===== src/rtl/fetch_ctrl_pkg.sv =====
// Shared CPU constants for the fetch stage: FSM encoding, PC step, reset vector
// and the fetch-address legality check.
package fetch_ctrl_pkg;

  typedef enum logic [1:0] {
    IDLE  = 2'd0,
    RUN   = 2'd1,
    FAULT = 2'd2
  } fetch_state_t;

  localparam logic [31:0] PC_INC       = 32'd4;
  localparam logic [31:0] RESET_VECTOR = 32'h0000_0000;

  // An address is illegal if it is not word aligned or lies past the last word.
  function automatic logic fetch_addr_bad(input logic [31:0] addr, input logic [31:0] depth);
    return (addr[1:0] != 2'b00) || ((addr >> 2) >= depth);
  endfunction

endpackage


===== src/rtl/fetch_ctrl.sv =====
// Instruction fetch controller: owns the PC, drives the external instruction
// memory, and loads the IF/ID register with stall, branch flush and fault handling.
module fetch_ctrl
  import fetch_ctrl_pkg::*;
#(
  parameter int          MEM_SIZE = 64,
  parameter logic [31:0] RESET_PC = RESET_VECTOR
) (
  input  logic         clock,
  input  logic         reset,
  input  logic         stall,
  input  logic         branch_taken,
  input  logic [31:0]  branch_target,
  output logic [31:0]  imem_addr,
  input  logic [31:0]  imem_data,
  output logic [31:0]  inst_out,
  output logic [31:0]  pc_out,
  output logic         inst_valid,
  output logic         fault,
  output logic [31:0]  fetch_count,
  output fetch_state_t state
);

  localparam logic [31:0] DEPTH = 32'(MEM_SIZE);

  logic [31:0] pc;

  // Memory address comes straight from the register, never from this cycle's inputs.
  assign imem_addr = pc;

  always_ff @(posedge clock or posedge reset) begin
    if (reset) begin
      state       <= IDLE;
      pc          <= RESET_PC;
      inst_out    <= 32'd0;
      pc_out      <= 32'd0;
      inst_valid  <= 1'b0;
      fault       <= 1'b0;
      fetch_count <= 32'd0;
    end else begin
      case (state)
        IDLE: begin
          state <= RUN;
        end
        RUN: begin
          if (branch_taken) begin
            // Redirect wins over stall; the word fetched this cycle is wrong-path.
            pc         <= branch_target;
            inst_valid <= 1'b0;
          end else if (!stall) begin
            if (fetch_addr_bad(pc, DEPTH)) begin
              state      <= FAULT;
              fault      <= 1'b1;
              inst_valid <= 1'b0;
            end else begin
              inst_out    <= imem_data;
              pc_out      <= pc;
              inst_valid  <= 1'b1;
              pc          <= pc + PC_INC;
              fetch_count <= fetch_count + 32'd1;
            end
          end
        end
        FAULT: begin
          fault      <= 1'b1;
          inst_valid <= 1'b0;
        end
        default: begin
          state <= IDLE;
        end
      endcase
    end
  end

endmodule


===== config.mk =====
export PLATFORM = sky130hd
export DESIGN_NAME = fetch_ctrl
export DESIGN_NICKNAME = d
export VERILOG_FILES = /design/src/rtl/fetch_ctrl_pkg.sv /design/src/rtl/fetch_ctrl.sv
export SDC_FILE = /design/constraint.sdc
export NUM_CORES = 1
export LEC_CHECK = 0
export ABC_AREA = 1
export CAP_MARGIN = 0
export CELL_PAD_IN_SITES_DETAIL_PLACEMENT = 0
export CELL_PAD_IN_SITES_GLOBAL_PLACEMENT = 2
export CORE_MARGIN = 5
export CORE_UTILIZATION = 28
export DETAILED_ROUTE_END_ITERATION = 8
export PLACE_DENSITY_LB_ADDON = 0.1
export SYNTH_ARGS = -nofsm -noshare
export SYNTH_HDL_FRONTEND = slang
export SYNTH_SLANG_ARGS = --single-unit

===== constraint.sdc =====
create_clock -name clock -period 10.41 [get_ports clock]
set_input_delay 1.5615 -clock clock [delete_from_list [all_inputs] [get_ports clock]]
set_output_delay 1.5615 -clock clock [all_outputs]
set_load 0.02 [all_outputs]

# [Word-level counts from Yosys, hierarchy flattened]
# Cells that the tools add are included.
[op_classes] n_addsub=2 order_cmp=1 eq_ne=8 n_mux=15 n_bitwise=4 reduce_logical=9
[ops] op="2-to-1 mux 32 bit" n=3
[ops] op="adder 32 x 1 -> 32 bit, second input constant" n=1
[ops] op="adder 32 x 3 -> 32 bit, second input constant" n=1
[ops] op=">= comparator 30 x 7 -> 1 bit, second input constant" n=1
[ops] op="AND reduction 4 bit" n=3
[ops] op="!= test 2 bit, second input constant" n=4
[ops] op="2-to-1 mux 1 bit" n=6
[ops] op="2-to-1 mux 2 bit" n=3
[ops] op="case mux 2 bit (3 select lines)" n=1
[ops] op="inverter 1 bit" n=4
[ops] op="case mux 1 bit (2 select lines)" n=2
[ops] op="nonzero test 2 bit" n=2
[ops] op="!= test 3 bit, second input constant" n=1
[ops] op="AND reduction 3 bit" n=1
[ops] op="equality test 2 x 1 -> 1 bit, second input constant" n=1
[ops] op="equality test 2 bit, second input constant" n=1
[ops] op="zero test 2 bit" n=1
[ops] op="!= test 2 x 1 -> 1 bit, second input constant" n=1
[ops] op="AND reduction 2 bit" n=1
[ops] op="logical OR 1 bit" n=1
[totals] reg_bits=132 input_bits=68 out_inout_bits=132 wordCells=46

# [Depth between registers and ports, before layout]
# Gate-level depths: netlist (run 1).
[logic_depth] ltp_word=6 mapped_depth=13 ltp_nobuf=11

# [Least setup slack after synthesis (run 1)]
# Ideal clock, no wire load.
[synth_path] path_kind="input -> register" startpoint="input port branch_taken" endpoint="register pc[16] (netlist: imem_addr[16])" setup_time_ns=0.117 t_arrival_ns=2.536 required_ns=10.293 setup_slack_ns=7.757 stages=7 n_path_buf=3 path_cell_list="buf_2 -> inv_1 -> clkbuf_1 -> clkbuf_1 -> nand3_1 -> nand3_1 -> nand2_1"
[synth_between] elab_chain_len=2 word_cells_on_any_way=4 cone_classes="2 x eq/ne; 1 x mux; 1 x reduce/logical"
[synth_lines] element="start, declared" line="fetch_ctrl.sv:12" rtl="input logic branch_taken,"
[synth_lines] element="!= test 2 bit (no source line) or != test 2 x 1 -> 1 bit (tied branches)"
[synth_lines] element="AND reduction 3 bit (no source line)"
[synth_lines] element="end signal, assigned" line="fetch_ctrl.sv:48" rtl="pc <= branch_target;"
[synth_lines] element="end signal, assigned" line="fetch_ctrl.sv:59" rtl="pc <= pc + PC_INC;"
[synth_lines] element="end, declared" line="fetch_ctrl.sv:26" rtl="logic [31:0] pc;"
# Parallel ways exist; a longest one is shown, timed or not.
# A chain may end at the register's enable or synchronous reset.

# [Final worst setup path (run 1)]
[layout_path] startpoint="input port branch_taken" endpoint="register fetch_count[10]"
[layout_between] elab_chain_len=2
[layout_lines] element="inverter 1 bit (no source line)"
[layout_lines] element="AND reduction 4 bit (no source line)"
[layout_lines] element="end signal, assigned" line="fetch_ctrl.sv:60" rtl="fetch_count <= fetch_count + 32'd1;"
[layout_lines] element="end, declared" line="fetch_ctrl.sv:20" rtl="output logic [31:0] fetch_count,"
# Every way passes these cells.

==> results of run 1 <==
==> cells in the final DEF, fill, tap and decap left out, types with 6 or more instances in the layout <==
cell and count:
clkbuf_16 17, clkdlybuf4s50_1 199, or2_2 14, nand3b_1 6
o21ai_0 22, inv_6 8, nor3_1 8, nor2_1 130
o21ai_1 13, nand4_1 8, nand2_1 423, xor2_1 13
nand3_1 60, xnor2_1 13, dfrtp_1 132, inv_1 72
==> sequential cells by signal, summed over array words and instances, names as in the netlist <==
name	flops
fetch_count	32
fault	1
inst_out	32
inst_valid	1
pc_out	32
state	2
imem_addr	32
==> cells by family after synthesis <==
kind of cell,Yosys count
AND/OR/NAND/NOR,652
flip-flops,132
buffers and inverters,104
AO/OA/AOI/OAI,40
XOR/XNOR,26
adder cells (fa/ha/maj),3
==> area by class of cell <==
| cell class | instances | area [um2] | share of cell area |
|---|---|---|---|
| antenna | 1 | 2.50 | 0.000259 |
| clock buffer | 17 | 425 | 0.0440 |
| clock inverter | 15 | 133 | 0.0137 |
| inverter | 74 | 283 | 0.0292 |
| multi-input combinational | 721 | 3100 | 0.320 |
| sequential | 132 | 3300 | 0.341 |
| tap | 324 | 405 | 0.0419 |
| timing repair buffer | 203 | 2020 | 0.209 |
==> routing by layer <==
layer	vias up	track usage	routed length, um
li1	3332	-	-
met5	-	0	0
met1	2899	0.221	10600
met2	142	0.282	11300
met4	0	0.0381	229
met3	12	0.0446	1160
==> worst paths after layout <==
check / startpoint / to / cells after the start
max in group asynchronous: reset / pc_out[1] / 3
worst min-delay path: fault / fault / 1
min in group asynchronous: reset / pc_out[31] / 2
worst max register to register: imem_addr[19] / fetch_count[10] / 10
worst max-delay path: branch_taken / fetch_count[10] / 7
worst min register to register: fault / fault / 1
==> power groups by stage <==
stage | Clock, mW | Combinational, mW | Sequential (mW)
floorplan | 0 | 0.0461 | 0.579
global placement | 0 | 0.150 | 0.562
detailed placement | 0 | 0.150 | 0.562
CTS | 0.606 | 0.150 | 0.553
global route | 0.629 | 0.162 | 0.556
finish | 0.586 | 0.147 | 0.552
==> stage by stage <==
| stage | instance area, um2 | worst slack, ns |
|---|---|---|
| 6_report | 9670 | 6.13 |
| 3_3_place_gp | 9110 | 5.61 |
| 4_1_cts | 9670 | 6.00 |
| 2_1_floorplan | 6860 | 5.32 |
| 3_5_place_dp | 9110 | 5.57 |
| 5_1_grt | 9670 | 5.71 |
==> worst max-delay path, delay by kind of cell <==
kind,cells,cell delay [ns]
buffers and inverters,3,1.93
and+or+nand+nor,4,1.04
==> metrics, run 1 <==
Die Ht 167 um; Hold WS between 0.4 and 0.5 ns; fin crit period between 4 and 5 ns; fraction of layout cells with a size suffix above 1 0.0473; Worst EP arrival between 4 and 5 ns; Initial Utilization 0.283; RD Place Congestion ~0.80; pwr dens 133 nW/um2; Setup crit end kind register; First-pass DRT Iterations 5; Clock Sinks 132; Pwr Total roughly 1.3 mW; Max Root-Sink Buffers 2; Post-synth top cells nand2_1, dfrtp_1, nor2_1, inv_1, nand3_1; setup slack, reg-to-reg ~7 ns; Switching Fraction 0.286; synthesis warning total 0; Overflow after GRT 0; Yosys top cell area share 0.481; Final Non-Filler Cells between 1000 and 1500; GRT Total Usage 0.169; Syn Std Cell Area between 6000 and 7000 um2; worst slew pin tran a little under 1 ns; Core Rows 57; register area share after synthesis 0.481; NumNets Final 1220; Post-Synth XOR/XNOR Area 0.0332; Switching Power 0.368 mW; Pleak roughly 4.5 nW; instance count of the mapped netlist 957; relative slew slack 0.349; Max Freq about 230 MHz; CTS Root Cell clkbuf_16; post-cts hold buffer count 0; number of gates resized after cts 0; Post-synth EDFFs 0; die area 27700 um2; Yosys reg bits roughly 130; largest family of logic cells by synthesized area simple AND/OR/NAND/NOR gates; Combinational Power Share 0.114; mean routed wirelength per cell 15.7 um; adder-cell share of the synthesized area 0.00547; area leader, netlist dfrtp_1; mean post-synth cell area 7.17 um2; # DRC 0; first-pass GRT wire length 37500 um; Worst-path clk slew about 0.060 ns; Final Routed Wirelength 23300 um; HPWL after detailed placement 16900 um; vias in the first global route 6515; initial antenna violation count 1; Post-Synth Simple-Gate Area 0.382; CP max FO 83; DRT iter0 DRCs about 380; Area Overhead vs Synth 40.9%; ys flop type dfrtp_1; post-synthesis mux area share 0; Finished Core Util 0.399; Async SR Flop Fraction 1.00; CP startpoint kind input port; vias 6385; Max IR drop VDD approximately 0.00010 V; status completed; Worst Path Required 10.76 ns; Synth Area in Compound Gates 0.0303; Worst Hold Class register to register; Area contributors post-synth dfrtp_1, nand2_1, nor2_1; P_int around 0.9 mW; Final Slew Violations 0; total CTS buffers 17; Clock Latency Late Sink 0.42 ns; CTS HTree Levels 4; fill count 2573; core area roughly 24000 um2; setup TNS 0 ns; Clock power frac 0.456; worst path cell trace clkdlybuf4s50_1 -> nor2_1 -> nand2_4 -> inv_2 -> buf_4 -> nand2_1 -> nand2_1; setup bufs post-CTS 0; RSZ-0062 raised after global routing false; top-count cell post-synth nand2_1; CP most frequent cell nand2_1; sequential share of power 0.430; num ports 200; Crit-path slowest cell clkdlybuf4s50_1; syn nets approximately 1000; count of input and output buffers 199; critical path type input port to register; CTS tree yes; final setup fails 0; Unique masters post-synth 25; MaxCap Viol Count 0; largest net degree at the start of global routing 84; final hold vios 0; final worst-path cycle share 0.411; CP max stage delay 0.76 ns; Cells after DPL 1454; post-route ant nets 0; via density per instance 4.29; Die X about 170 um; Worst Skew 0.0129 ns
Note: power is estimated with default switching activity, not from simulation.
==> run 2: changes to the inputs <==
CORE_UTILIZATION = 23   (was 28)
clock period = 3.5 ns   (was 10.41 ns; I/O delays follow)
==> run 2 against run 1 <==
Clock skew grew 0.0012 ns. Count of clock-buffer cells in the layout is 1 higher. Sequential share of layout area is 0.54 points lower. First-iteration DRC count shrank 25%. Combinational power increased to 3.0 times the previous value. Flip-flop and latch count unchanged. Critical path type is now register to register. Largest power group unchanged.
==> metrics, run 2 (synthesis gave the netlist of run 1 again) <==
status completed; Worst EP arrival 2.73 ns (-1.90 ns); Crit. Startpoint imem_addr[2]; Max Freq 417 MHz; critical path type register to register; Hold WS 0.468 ns (-0.00612 ns); final setup fails 0 (unchanged); First-pass DRT Iterations 4 (-1); HPWL after detailed placement 17900 um (+6.0%); CP max FO 78 (-6.0%); fraction of layout cells with a size suffix above 1 0.0506 (+0.00322); CTS Root Cell clkbuf_16; die area 33400 um2 (+20%); # DRC 0 (unchanged); CTS tree yes; Cells after DPL 1525 (+4.9%); CP startpoint kind register; DRT iter0 DRCs 283 (-25%); most common cell after layout, fill and taps aside nand2_1; pwr dens 395 nW/um2 (+200%); RD Place Congestion 0.763 (-4.3%); Reg-to-Reg End pc_out[3]; relative slew slack 0.395 (+0.0459); fin crit period 2.40 ns; hold path cells 1 (unchanged); Clock Latency Late Sink 0.42 ns (about the same); CTS HTree Levels 4 (unchanged); core area 29600 um2 (+22%); vias in the first global route 6659 (+2.2%); final worst-path cycle share 0.684; count of input and output buffers 199 (unchanged); first-pass GRT wire length 38800 um (+3.4%); NumNets Final 1225 (+0.41%); R2R Path Start imem_addr[2]; post-route ant nets 0 (unchanged); Max IR drop VDD 0.000214 V (+100%); WHS Endpoint fault; Worst-path clk slew 0.06 ns (about the same); Initial Utilization 0.232 (-0.0509); Core Rows 63 (+11%); Worst R2R Path Depth 11 (+1); commonest cells after routing, fill and taps aside nand2_1, clkdlybuf4s50_1, dfrtp_1; mean routed wirelength per cell 15.8 um (+0.57%); Die X 183 um (+9.7%); setup bufs post-CTS 0 (unchanged); RSZ-0062 raised after global routing false; Worst Skew 0.0142 ns (+0.00123 ns); total CTS buffers 17 (unchanged); initial antenna violation count 0 (-1); Overflow after GRT 0 (unchanged); antenna fix cells 0 (-1); vias 6472 (+1.4%); Max Root-Sink Buffers 2 (unchanged); setup slack, reg-to-reg 1.10 ns (-5.87 ns); GRT Total Usage 0.148 (-0.0214); Die Ht 183 um (+9.7%); via density per instance 4.16 (-3.2%); Final Slew Violations 0 (unchanged); Final Routed Wirelength 24500 um (+5.3%); Final Non-Filler Cells 1557 (+4.7%); Hold Crit Start fault; final hold vios 0 (unchanged); Worst Hold Class register to register; num ports 200 (unchanged); setup TNS 0 ns (unchanged); Pleak 4.58 nW (+0.78%); Worst Path Required 3.84 ns (-6.92 ns); number of gates resized after cts 0 (unchanged); worst slew pin tran 0.908 ns (-0.0664 ns); post-cts hold buffer count 0 (unchanged); Clock Sinks 132 (unchanged); MaxCap Viol Count 0 (unchanged); Setup crit end kind register; largest net degree at the start of global routing 79 (-6.0%); Area Overhead vs Synth 43.2%
==> run 2: cell count changes in the layout (fill, tap and decap cells not counted), sizes merged <==
cell      previous run  this run
buf                  4         9
inv                 84        80
bufinv               0         1
clkbuf              17        18
clkinv               3         4
clkinvlp             2         3
diode                1         0
==> run 2: layer usage <==
metal	routed length, um	global-route usage
met1	10900	0.189
met2	12200	0.254
met3	1120	0.0373
met4	263	0.0306
met5	0	0
==> run 2: critical path: stages (launching register included) <==
cell and delay [ns]:
dfrtp_1 0.41, inv_1 0.11, ha_1 0.18, nand3_1 0.08, nor2_1 0.14, nor2_1 0.05
nand3_1 0.16, nor2_1 0.10, nand2_4 0.10, buf_4 0.63, nand2_1 0.12, o21ai_1 0.11
==> run 2: where the power goes <==
group          switching, mW  internal, mW
registers             0.0633          1.58
clock network          0.789          1.00
logic                  0.228         0.216
total                   1.08          2.80
==> run 2: final cells by class <==
type / instances / area, um2
fillers: 3226 / 19700
flip-flops and latches: 132 / 3300
multi-input cells: 721 / 3100
repair buffers: 208 / 2080
well taps: 390 / 488
clock buffers: 18 / 429
inverters: 74 / 282
clock inverters: 14 / 144
==> run 2: worst max-delay path by stage <==
stage,to,slack [ns],cells past startpoint
2_1_floorplan,fault,1.34,1
3_3_place_gp,imem_addr[3],0.93,9
3_5_place_dp,imem_addr[10],0.98,8
4_1_cts,pc_out[3],1.06,11
5_1_grt,pc_out[5],0.76,11
6_report,pc_out[3],1.10,11
==> run 2: per-stage QoR <==
stage               power, mW  setup slack (ns)  area (um2)  utilization
finish                   3.88              1.10        9830        0.333
global route             4.07             0.757        9830        0.333
CTS                      3.97              1.06        9830        0.333
detailed placement       2.13             0.982        9260        0.313
global placement         2.13             0.926        9260        0.313
floorplan                1.86              1.34        6870            -
